### config.mk
export PLATFORM = sky130hd
export DESIGN_NAME = radius_stream_feeder
export DESIGN_NICKNAME = d
export VERILOG_FILES = /design/src/rtl/radius_feeder_pkg.sv /design/src/rtl/radius_frame_buf.sv /design/src/rtl/radius_stream_feeder.sv
export SDC_FILE = /design/constraint.sdc
export NUM_CORES = 1
export LEC_CHECK = 0
export CORE_MARGIN = 5
export CORE_UTILIZATION = 40
export DETAILED_ROUTE_END_ITERATION = 16
export PLACE_DENSITY = 0.65
export SYNTH_ARGS = -nofsm -noshare
export SYNTH_HDL_FRONTEND = slang
export SYNTH_HIERARCHICAL = 1
export SYNTH_SLANG_ARGS = --single-unit
### constraint.sdc
create_clock -name clk -period 6.71 [get_ports clk]
set_clock_uncertainty 0.2 [all_clocks]
set_input_delay 1.342 -clock clk [delete_from_list [all_inputs] [get_ports clk]]
set_output_delay 1.342 -clock clk [all_outputs]
set_load 0.05 [all_outputs]
### src/rtl/radius_feeder_pkg.sv
// Shared types and default sizing for the radius-stream feeder.
package radius_feeder_pkg;

  typedef enum logic [1:0] {IDLE, STREAM, DRAIN, DONE} feeder_state_t;

  localparam int FEEDER_DEPTH    = 16;
  localparam int FEEDER_GROUP    = 4;
  localparam int FEEDER_RADIUS_W = 16;
  localparam int FEEDER_AREA_W   = 26;
  localparam int FEEDER_TMO_CYC  = 64;

  // Index width for a count of n items, never narrower than one bit.
  function automatic int idx_w(input int n);
    return (n > 1) ? $clog2(n) : 1;
  endfunction

  localparam int FEEDER_PTR_W = idx_w(FEEDER_DEPTH);
  localparam int FEEDER_RES_W = idx_w(FEEDER_DEPTH / FEEDER_GROUP);

endpackage

### src/rtl/radius_frame_buf.sv
// Frame sample store: one write port, one registered read port that outputs 0 when not reading.
module radius_frame_buf
  import radius_feeder_pkg::*;
#(
  parameter int DEPTH = FEEDER_DEPTH,
  parameter int W     = FEEDER_RADIUS_W
) (
  input  logic                     clk,
  input  logic                     rst,
  input  logic                     we,
  input  logic [$clog2(DEPTH)-1:0] waddr,
  input  logic [W-1:0]             wdata,
  input  logic                     re,
  input  logic [$clog2(DEPTH)-1:0] raddr,
  output logic [W-1:0]             rdata
);

  logic [W-1:0] mem [DEPTH];

  // Contents survive reset so a frame can be replayed after an abort.
  always_ff @(posedge clk) begin
    if (we) mem[waddr] <= wdata;
  end

  always_ff @(posedge clk) begin
    if (!rst)    rdata <= '0;
    else if (re) rdata <= mem[raddr];
    else         rdata <= '0;
  end

endmodule

### src/rtl/radius_stream_feeder.sv
// Streams a DEPTH-sample radius frame to the converter and collects one area per GROUP samples.
// Optional drain watchdog: define RADIUS_FEEDER_TIMEOUT_EN.
module radius_stream_feeder
  import radius_feeder_pkg::*;
#(
  parameter int DEPTH    = FEEDER_DEPTH,
  parameter int GROUP    = FEEDER_GROUP,
  parameter int RADIUS_W = FEEDER_RADIUS_W,
  parameter int AREA_W   = FEEDER_AREA_W,
  parameter int TMO_CYC  = FEEDER_TMO_CYC
) (
  input  logic                           clk,
  input  logic                           rst,
  input  logic                           load_we,
  input  logic [$clog2(DEPTH)-1:0]       load_addr,
  input  logic [RADIUS_W-1:0]            load_data,
  input  logic                           start,
  output logic                           busy,
  output logic                           done,
  output logic                           conv_en,
  output logic [RADIUS_W-1:0]            conv_radius,
  input  logic [AREA_W-1:0]              conv_area,
  input  logic                           conv_rdy,
  output logic                           res_valid,
  output logic [AREA_W-1:0]              res_data,
  output logic [$clog2(DEPTH/GROUP)-1:0] res_idx,
  output logic                           err_tmo,
  output feeder_state_t                  dbg_state
);

  localparam int PTR_W = $clog2(DEPTH);
  localparam int RES_W = $clog2(DEPTH / GROUP);
  localparam logic [PTR_W-1:0] LAST_ADDR = PTR_W'(DEPTH - 1);
  localparam logic [RES_W-1:0] LAST_RES  = RES_W'(DEPTH / GROUP - 1);

  if ((DEPTH % GROUP) != 0 || DEPTH < GROUP || TMO_CYC < 1) begin : g_cfg_check
    $error("radius_stream_feeder: illegal DEPTH/GROUP/TMO_CYC combination");
  end

  // Converter handshake: conv_en qualifies conv_radius for exactly one cycle per sample;
  // there is no back-pressure. conv_rdy is a one-cycle pulse qualifying conv_area and
  // is only honoured while a frame is in flight (STREAM or DRAIN).

  feeder_state_t    state;
  logic [PTR_W-1:0] rd_ptr;
  logic [RES_W-1:0] res_cnt;
  logic             idle_like;
  logic             accept_start;
  logic             rd_en;
  logic             wr_en;
  logic             tmo_hit;

  assign idle_like    = (state == IDLE) || (state == DONE);
  assign accept_start = idle_like && start;
  assign wr_en        = load_we && idle_like;
  assign rd_en        = accept_start || (state == STREAM);
  assign dbg_state    = state;

  radius_frame_buf #(
    .DEPTH (DEPTH),
    .W     (RADIUS_W)
  ) u_buf (
    .clk   (clk),
    .rst   (rst),
    .we    (wr_en),
    .waddr (load_addr),
    .wdata (load_data),
    .re    (rd_en),
    .raddr (rd_ptr),
    .rdata (conv_radius)
  );

`ifdef RADIUS_FEEDER_TIMEOUT_EN
  localparam int TW = $clog2(TMO_CYC + 1);
  logic [TW-1:0] tmo_cnt;

  assign tmo_hit = (state == DRAIN) && !conv_rdy && (tmo_cnt == TW'(TMO_CYC - 1));

  always_ff @(posedge clk) begin
    if (!rst) begin
      tmo_cnt <= '0;
      err_tmo <= 1'b0;
    end else begin
      if (accept_start) err_tmo <= 1'b0;
      else if (tmo_hit) err_tmo <= 1'b1;
      if (state != DRAIN || conv_rdy) tmo_cnt <= '0;
      else                            tmo_cnt <= tmo_cnt + 1'b1;
    end
  end
`else
  assign tmo_hit = 1'b0;
  assign err_tmo = 1'b0;
`endif

  always_ff @(posedge clk) begin
    if (!rst) begin
      state     <= IDLE;
      rd_ptr    <= '0;
      res_cnt   <= '0;
      busy      <= 1'b0;
      done      <= 1'b0;
      conv_en   <= 1'b0;
      res_valid <= 1'b0;
      res_data  <= '0;
      res_idx   <= '0;
    end else begin
      done      <= 1'b0;
      res_valid <= 1'b0;

      if ((state == STREAM || state == DRAIN) && conv_rdy) begin
        res_data  <= conv_area;
        res_idx   <= res_cnt;
        res_valid <= 1'b1;
        res_cnt   <= res_cnt + 1'b1;
      end

      case (state)
        IDLE, DONE: begin
          state   <= IDLE;
          busy    <= 1'b0;
          conv_en <= 1'b0;
          if (start) begin
            state   <= STREAM;
            busy    <= 1'b1;
            conv_en <= 1'b1;
            rd_ptr  <= rd_ptr + 1'b1;
            res_cnt <= '0;
          end
        end
        STREAM: begin
          // rd_ptr is the address being fetched now; fetching the last one ends STREAM
          // while that sample is still on the wire, and rd_ptr wraps back to 0.
          conv_en <= 1'b1;
          rd_ptr  <= rd_ptr + 1'b1;
          if (rd_ptr == LAST_ADDR) state <= DRAIN;
        end
        DRAIN: begin
          conv_en <= 1'b0;
          if ((conv_rdy && res_cnt == LAST_RES) || tmo_hit) begin
            state <= DONE;
            busy  <= 1'b0;
            done  <= 1'b1;
          end
        end
        default: state <= IDLE;
      endcase
    end
  end

endmodule
# Word level (Yosys, flattened, before mapping)
# Memory sizes are Yosys's and may differ from the RTL's. A register that Yosys moved wholly into a read port is not among the register bits.
# Index checks and enable logic that the tools add are counted.
# word_totals
regBits	40
latch_bits	0
ram_bits	256
romBits	0
inputBits	51
word_cells	54
n_memories	1
# memory_table
name	depth	word_bits	read_ports	rd_ports_with_merged_regs	wr	line_no	source
u_buf.mem	16	16	1	1	1	radius_frame_buf.sv:18	logic [W-1:0] mem [DEPTH];
# op_classes
addsub	2
multipliers	0
div	0
magnitude_cmp	0
n_eq_ne	8
shifts	0
muxes	17
n_bitwise	0
n_reduce_logical	17
# ops
op	n
2-bit 2-to-1 mux	5
2-bit AND reduction	5
4-bit one-hot mux with 2 select lines	1
1-bit 2-to-1 mux	7
2-bit == test (second input constant)	3
2-bit one-hot mux with 3 select lines	1
4-bit by 1-bit adder with 4-bit output (second input constant)	1
4-bit == test (second input constant)	1
1-bit logical AND	4
4-bit 2-to-1 mux	1
2-bit by 1-bit != test with 1-bit output (second input constant)	2
2-bit nonzero test	2
1-bit logical OR	3
1-bit one-hot mux with 3 select lines	1
2-bit by 1-bit adder with 2-bit output (second input constant)	1
2-bit by 1-bit == test with 1-bit output (second input constant)	1
2-bit logical NOT	1
2-bit != test (second input constant)	1
1-bit one-hot mux with 2 select lines	1
2-bit OR reduction	1
1-bit logical NOT	1

# Longest topological paths before layout
# Gate-level depths: netlist of run 1.
# logic_depth
ltp_word	6
mapped_depth	9
ltp_nobuf	8

# Modules after synthesis
# Netlist of run 1, hierarchy kept.
# by_module_without_submodules
module	n_inst	cells_each	area_per_inst_um2
radius_frame_buf	1	554	10437.5
radius_stream_feeder	1	184	1503.9

# Worst setup path after synthesis of run 1
# OpenSTA, ideal clock, no wires.
# synth_path
path_kind	input port to flip-flop
start	input port load_we
end	memory u_buf/mem[0][0] in the netlist's numbering (enable)
arrival_ps	3132
t_required_ps	6101
setup_slack_ps	2969
cell_stages	3
cell_sequence	and2_1 -> or3b_2 -> nor3_1
# synth_via
elab_chain_cells	3
# synth_lines
element	line_no	source
start: declaration	radius_stream_feeder.sv:14	input logic load_we,
1-bit logical AND	radius_stream_feeder.sv:55	assign wr_en = load_we && idle_like;
1-bit 2-to-1 mux	radius_frame_buf.sv:22	if (we) mem[waddr] <= wdata;
1-bit 2-to-1 mux (not written as such)	radius_frame_buf.sv:22	
end: declaration	radius_frame_buf.sv:18	
# No other way between the ends.

# Worst setup path after layout of run 1
# layout_path
start	input port load_we
end	memory u_buf/mem[1][2] in the netlist's numbering (enable)
# layout_via
elab_chain_cells	3
# layout_lines
element	line_no	source
1-bit logical AND	radius_stream_feeder.sv:55	
named net wr_en	radius_stream_feeder.sv:50	logic wr_en;
1-bit 2-to-1 mux	radius_frame_buf.sv:22	
1-bit 2-to-1 mux (not written as such)	radius_frame_buf.sv:22	
# The timed path passes the listed nets, and every way through them passes these cells.

==> impl_metrics.csv, run 1 <==
group,metric,value,unit
detailed_routing,viasPerCell,5.30,
synthesis,syn_nets,793,
floorplan,die_h,183,µm
timing,drv_slew,0,
critical_path,path_class,"in -> reg",
critical_path,worstPathMaxFanout,16,
critical_path,worstPathRequired,6620,ps
detailed_routing,vias,6680,
timing,relSlewSlack,19.1,%
synthesis,synth_area,11900,µm²
power,switching_share,29.0,%
power,clockPowerShare,34.1,%
grt,grt_use_met3,3.77,%
worst_hold_path,hp-class,"reg -> reg",
critical_path,crit_path_top_delay_cell,"nor2_2",
grt,grt_use_total,15.7,%
synthesis,synth_ff_type,"edfxtp_1",
critical_path,crit_arrival,3310,ps
grt,gr-usage-met2,26.5,%
place,gp_congestion,0.834,
final_layout,num_antenna_cells,0,
synthesis,synth-seq-area-share,73.8,%
synthesis,syn_avg_cell_area,16.2,µm²
synthesis,synth_most_common_cell,"edfxtp_1",
grt,grt_start_max_net_pins,73,
grt,grt_overflow,0,
power,intPower,3.84,mW
clocking,path_clk_slew,60,ps
timing,rsz0062_at_grt,"false",
power,power.leakage,4.61,nW
synthesis,synth_edf_count,256,
clocking,cts_buffers,34,
critical_path,r2r_setup_slack,3690,ps
final_layout,drive_above_1_share,18.5,%
clocking,clkLatencyLatePin,500,ps
clocking,cts_tree,"done",
clocking,hold_buffers,0,
timing,post-route-period-util,50.7,%
critical_path,cp_num_buf_inv,1,
detailed_routing,wire_per_inst,21.2,µm
final_layout,synthToLayoutAreaGrowth,20.5,%
job,maxCapViolations,0,
synthesis,synthArstFlopShare,0,%
timing,finalSetupViolCount,0,
power,ir_drop,0.198,mV
grt,antenna_found_initial,0,
status,status,"completed",
place,dp.final_hpwl,16800,µm
synthesis,netlist_top_cells_area,"edfxtp_1 (64%), dfxtp_1 (9.4%), mux2_2 (6.0%)",
floorplan,ios,102,
detailed_routing,drt_iter0_drc,488,
critical_path,slowest_delay,800,ps
power,p_sw,1.57,mW
critical_path,critPathTopFamily,"simple AND/OR/NAND/NOR gates",
synthesis,ys_ff_latch,312,
timing,finalSetupTns,0,ps
clocking,cts_sinks,312,
clocking,clockBufferDepth,3,
synthesis,synth_common_cells,"edfxtp_1 (256), nand2_1 (76), mux2_2 (64)",
synthesis,synth_top_cell_by_area,"edfxtp_1",
power,p_per_area,376,nW/µm²
grt,grt_busiest_layer,"met2",
timing,max_freq,294,MHz
power,power_frac_comb,23.4,%
final_layout,utilization,48.7,%
critical_path,crit_chain,"clkdlybuf4s50_1 > and2_1 > or3b_2 > nor2_2",
final_layout,nets,900,
timing,tightest_slew,1210,ps
power,pwr-share-seq,42.5,%
detailed_routing,first_pass_iters,5,
floorplan,fp-row-count,63,
grt,grt_pass1_wl,40400,µm
floorplan,start_util,40.4,%
grt,grtUsageMet1,20.6,%
detailed_routing,antenna_left,0,
place,portBuffers,100,
detailed_routing,drcViolationCount,0,
clocking,cts_setup_buffers,0,
floorplan,core-area,29600,µm²
clocking,cts_max_level,2,
floorplan,dieWidth,183,µm
grt,grt_pass1_vias,6681,
floorplan,dieArea,33400,µm²
clocking,root_buffer,"clkbuf_16",
detailed_routing,wirelength,26700,µm
synthesis,ys_types,41,
timing,fin_crit,3400,ps
synthesis,yosys_warnings,6,
clocking,cts.repair.resized,0,
timing,fin_hold_ws,252,ps
critical_path,startpoint_type,"input port",
critical_path,crit_path_end_kind,"flop",
synthesis,synthCells,738,
synthesis,synth_top_area_share,64.4,%
timing,finalHoldViolCount,0,
## per-stage QoR
stage	instance area (µm²)	setup WS, ps	total power, mW	cells
after global routing	14400	3230	5.64	1260
after global placement	13300	2840	3.60	1199
final	14400	3310	5.41	1260
after floorplan	11900	2970	3.26	738
after detailed placement	13300	2820	3.61	1199
after CTS	14400	3310	5.47	1260
## power groups by stage
stage | Combinational [mW] | Sequential, mW | Clock (mW)
after detailed placement | 1.27 | 2.34 | 0
after floorplan | 0.669 | 2.59 | 0
final | 1.27 | 2.30 | 1.85
after global placement | 1.27 | 2.34 | 0
after CTS | 1.28 | 2.30 | 1.89
after global routing | 1.35 | 2.31 | 1.98
## area by class of cell
class | count | area, µm²
clock buffer | 46 | 980
clock inverter | 15 | 149
fill | 2488 | 15200
inverter | 5 | 18.8
multi-input combinational | 382 | 2860
sequential | 312 | 8810
tap | 390 | 488
timing repair buffer | 110 | 1080
## worst min-delay path: stages (launching register included)
cell	delay, ps
dfxtp_1	300
nand2_1	50
a21oi_1	50
## kinds of logic after synthesis
| kind of cell | share of synthesized area (%) |
|---|---|
| flip-flops | 73.8 |
| AND/OR/NAND/NOR | 5.77 |
| multiplexers | 11.8 |
| AO/OA/AOI/OAI | 5.45 |
| buffers and inverters | 2.67 |
| adder cells (fa/ha/maj) | 0.419 |
| other | 0.0314 |
| XOR/XNOR | 0.0734 |
## final timing paths
check / from / endpoint / cells after the start
max reg2reg: dbg_state[0] / u_buf/mem[1][2] / 5
min: res_data[21] / res_data[21] / 2
max: load_we / u_buf/mem[1][2] / 4
min reg2reg: res_data[21] / res_data[21] / 2
## layer usage
layer	share of wire, %	vias to the layer above
met5	0	-
met1	43	3387
li1	-	3033
met4	2.4	0
met2	49	210
met3	5.9	50
## state kept, by name (all words and copies together) (netlist names)
signal and flops:
dbg_state 2, res_valid 1, res_data 26, res_idx 2, res_cnt 2, busy 1
u_buf/mem 256, u_buf/rdata 16, rd_ptr 4, conv_en 1, done 1
## placed cells by master, fill, tap and decap left out, drive strengths merged, types with 4 or more instances in the layout
cell / instances
a21oi: 36
a22oi: 13
buf: 10
clkbuf: 46
clkdlybuf4s50: 100
clkinv: 9
dfxtp: 56
edfxtp: 256
ha: 4
inv: 6
mux2: 64
mux2i: 33
mux4: 16
nand2: 76
nand2b: 9
nand3: 6
nor2: 32
nor2b: 4
nor3: 4
o21ai: 19
o22ai: 29
or3: 15
Power figures use the tool's default switching activity.
==> run 2: changes to the inputs <==
==> constraint.sdc (replaced) <==
create_clock -name clk -period 3.23 [get_ports clk]
set_clock_uncertainty 0.2 [all_clocks]
set_input_delay 0.646 -clock clk [delete_from_list [all_inputs] [get_ports clk]]
set_output_delay 0.646 -clock clk [all_outputs]
set_load 0.05 [all_outputs]
==> run 2 against run 1 <==
  * Register-to-register slack got worse by 3000 ps
  * Critical path depth decreased by 3
  * Final cell count increased by 2.2%
  * Non-clock buffer count increased by 27
  * Final area increased by 1.3%
  * Via count decreased by 0.96%
  * Wire length decreased by 1.6%
  * Sequential share of layout area decreased by 0.78 points
  * Global-route usage decreased by 0.23 points
  * Worst hold slack improved by 1.4 ps
  * Utilization increased by 0.63 points
  * Sequential cell count unchanged
==> impl_metrics.csv, run 2 (synthesized netlist as in run 1, its figures left out) <==
group,metric,value,unit
status,status,"completed",
final_layout,final_common_cell,"edfxtp_1",
critical_path,path_class,"reg -> out",
grt,grt_overflow,0,
floorplan,ios,102,
job,maxCapViolations,0,
critical_path,critPathTopFamily,"buffers and inverters",
critical_path,crit_path_end_kind,"primary output",
timing,max_freq,388,MHz
detailed_routing,wire_per_inst,20.4,µm
timing,finalSetupViolCount,0,
critical_path,slowest_delay,850,ps
detailed_routing,drcViolationCount,0,
final_layout,layout.filler_cells,2484,
final_layout,synthToLayoutAreaGrowth,22.0,%
detailed_routing,viasPerCell,5.14,
detailed_routing,vias,6616,
power,power.leakage,4.73,nW
critical_path,crit_path_top_delay_cell,"clkdlybuf4s50_1",
place,place_area,13500,µm²
critical_path,startpoint_type,"flop",
clocking,cts_sinks,312,
critical_path,cp_num_buf_inv,1,
place,gp_congestion,0.731,
floorplan,die_h,183,µm
grt,antenna_found_initial,0,
final_layout,num_antenna_cells,0,
critical_path,worstPathMaxFanout,4,
timing,finalHoldViolCount,0,
timing,relSlewSlack,53.8,%
timing,fin_hold_ws,253,ps
clocking,path_clk_slew,50,ps
place,portBuffers,100,
detailed_routing,first_pass_iters,5,
timing,rsz0062_at_grt,"false",
timing,fin_crit,2580,ps
floorplan,start_util,40.4,%
final_layout,final_cell_mix,"edfxtp_1 (256), clkdlybuf4s50_1 (100), nand2_1 (76)",
power,p_per_area,763,nW/µm²
timing,post-route-period-util,79.9,%
final_layout,largestRegisters,"u_buf/mem (256), res_data (26), u_buf/rdata (16)",
floorplan,dieArea,33400,µm²
detailed_routing,drt_iter0_drc,479,
floorplan,fp-row-count,63,
final_layout,nets,927,
final_layout,largest_register_ff_count,256,
clocking,hold_buffers,0,
critical_path,crit_arrival,1730,ps
critical_path,worstPathRequired,2380,ps
detailed_routing,antenna_left,0,
final_layout,largest-register,"u_buf/mem",
critical_path,crit_chain,"clkdlybuf4s50_1",
clocking,cts_setup_buffers,0,
floorplan,core-area,29600,µm²
worst_hold_path,hp-class,"reg -> reg",
detailed_routing,wirelength,26300,µm
timing,drv_slew,0,
clocking,cts_max_level,2,
grt,grt_use_total,15.4,%
clocking,clkLatencyLatePin,510,ps
clocking,cts.repair.resized,0,
power,ir_drop,0.370,mV
timing,tightest_slew,692,ps
clocking,cts_tree,"done",
grt,grt_start_max_net_pins,69,
final_layout,postLayoutCellArea,14600,µm²
grt,grt_pass1_vias,6922,
clocking,clockBufferDepth,3,
power,p_total,11.1,mW
grt,grt_pass1_wl,40300,µm
final_layout,drive_above_1_share,20.5,%
floorplan,dieWidth,183,µm
place,dp.final_hpwl,16100,µm
clocking,cts_buffers,34,
final_layout,utilization,49.3,%
timing,finalSetupTns,0,ps
clocking,root_buffer,"clkbuf_16",
[run 2: cell type report]
class	instances	area (µm²)	area share, %
flip-flops and latches	312	8810	60.5
multi-input cells	382	2860	19.7
repair buffers	137	1320	9.03
clock buffers	49	940	6.45
well taps	390	488	3.35
clock inverters	13	134	0.919
inverters	5	18.8	0.129
[run 2: metal layers]
metal,share of wire (%),vias to the layer above,GRT usage [%]
li1,-,3085,-
met4,1.7,0,3.31
met3,6.5,36,3.45
met2,47,208,24.8
met1,45,3287,21.9
met5,0,-,0
[run 2: worst paths after layout]
check	startpoint	to	slack, ps	cells after the start
worst min register to register	res_data[18]	res_data[18]	250	2
worst max-delay path	dbg_state[0]	dbg_state[0]	650	1
worst max register to register	dbg_state[0]	u_buf/mem[2][4]	680	6
worst min-delay path	res_data[18]	res_data[18]	250	2
[run 2: through the flow]
step,std cells,worst slack (ps)
2_1_floorplan,738,29.3
3_3_place_gp,1226,503
3_5_place_dp,1226,463
4_1_cts,1288,625
5_1_grt,1288,546
6_report,1288,650
[run 2: power by group]
part,switching [mW],internal (mW)
combinational,1.63,1.03
sequential,0.127,4.63
clock,1.50,2.20
total,3.26,7.86
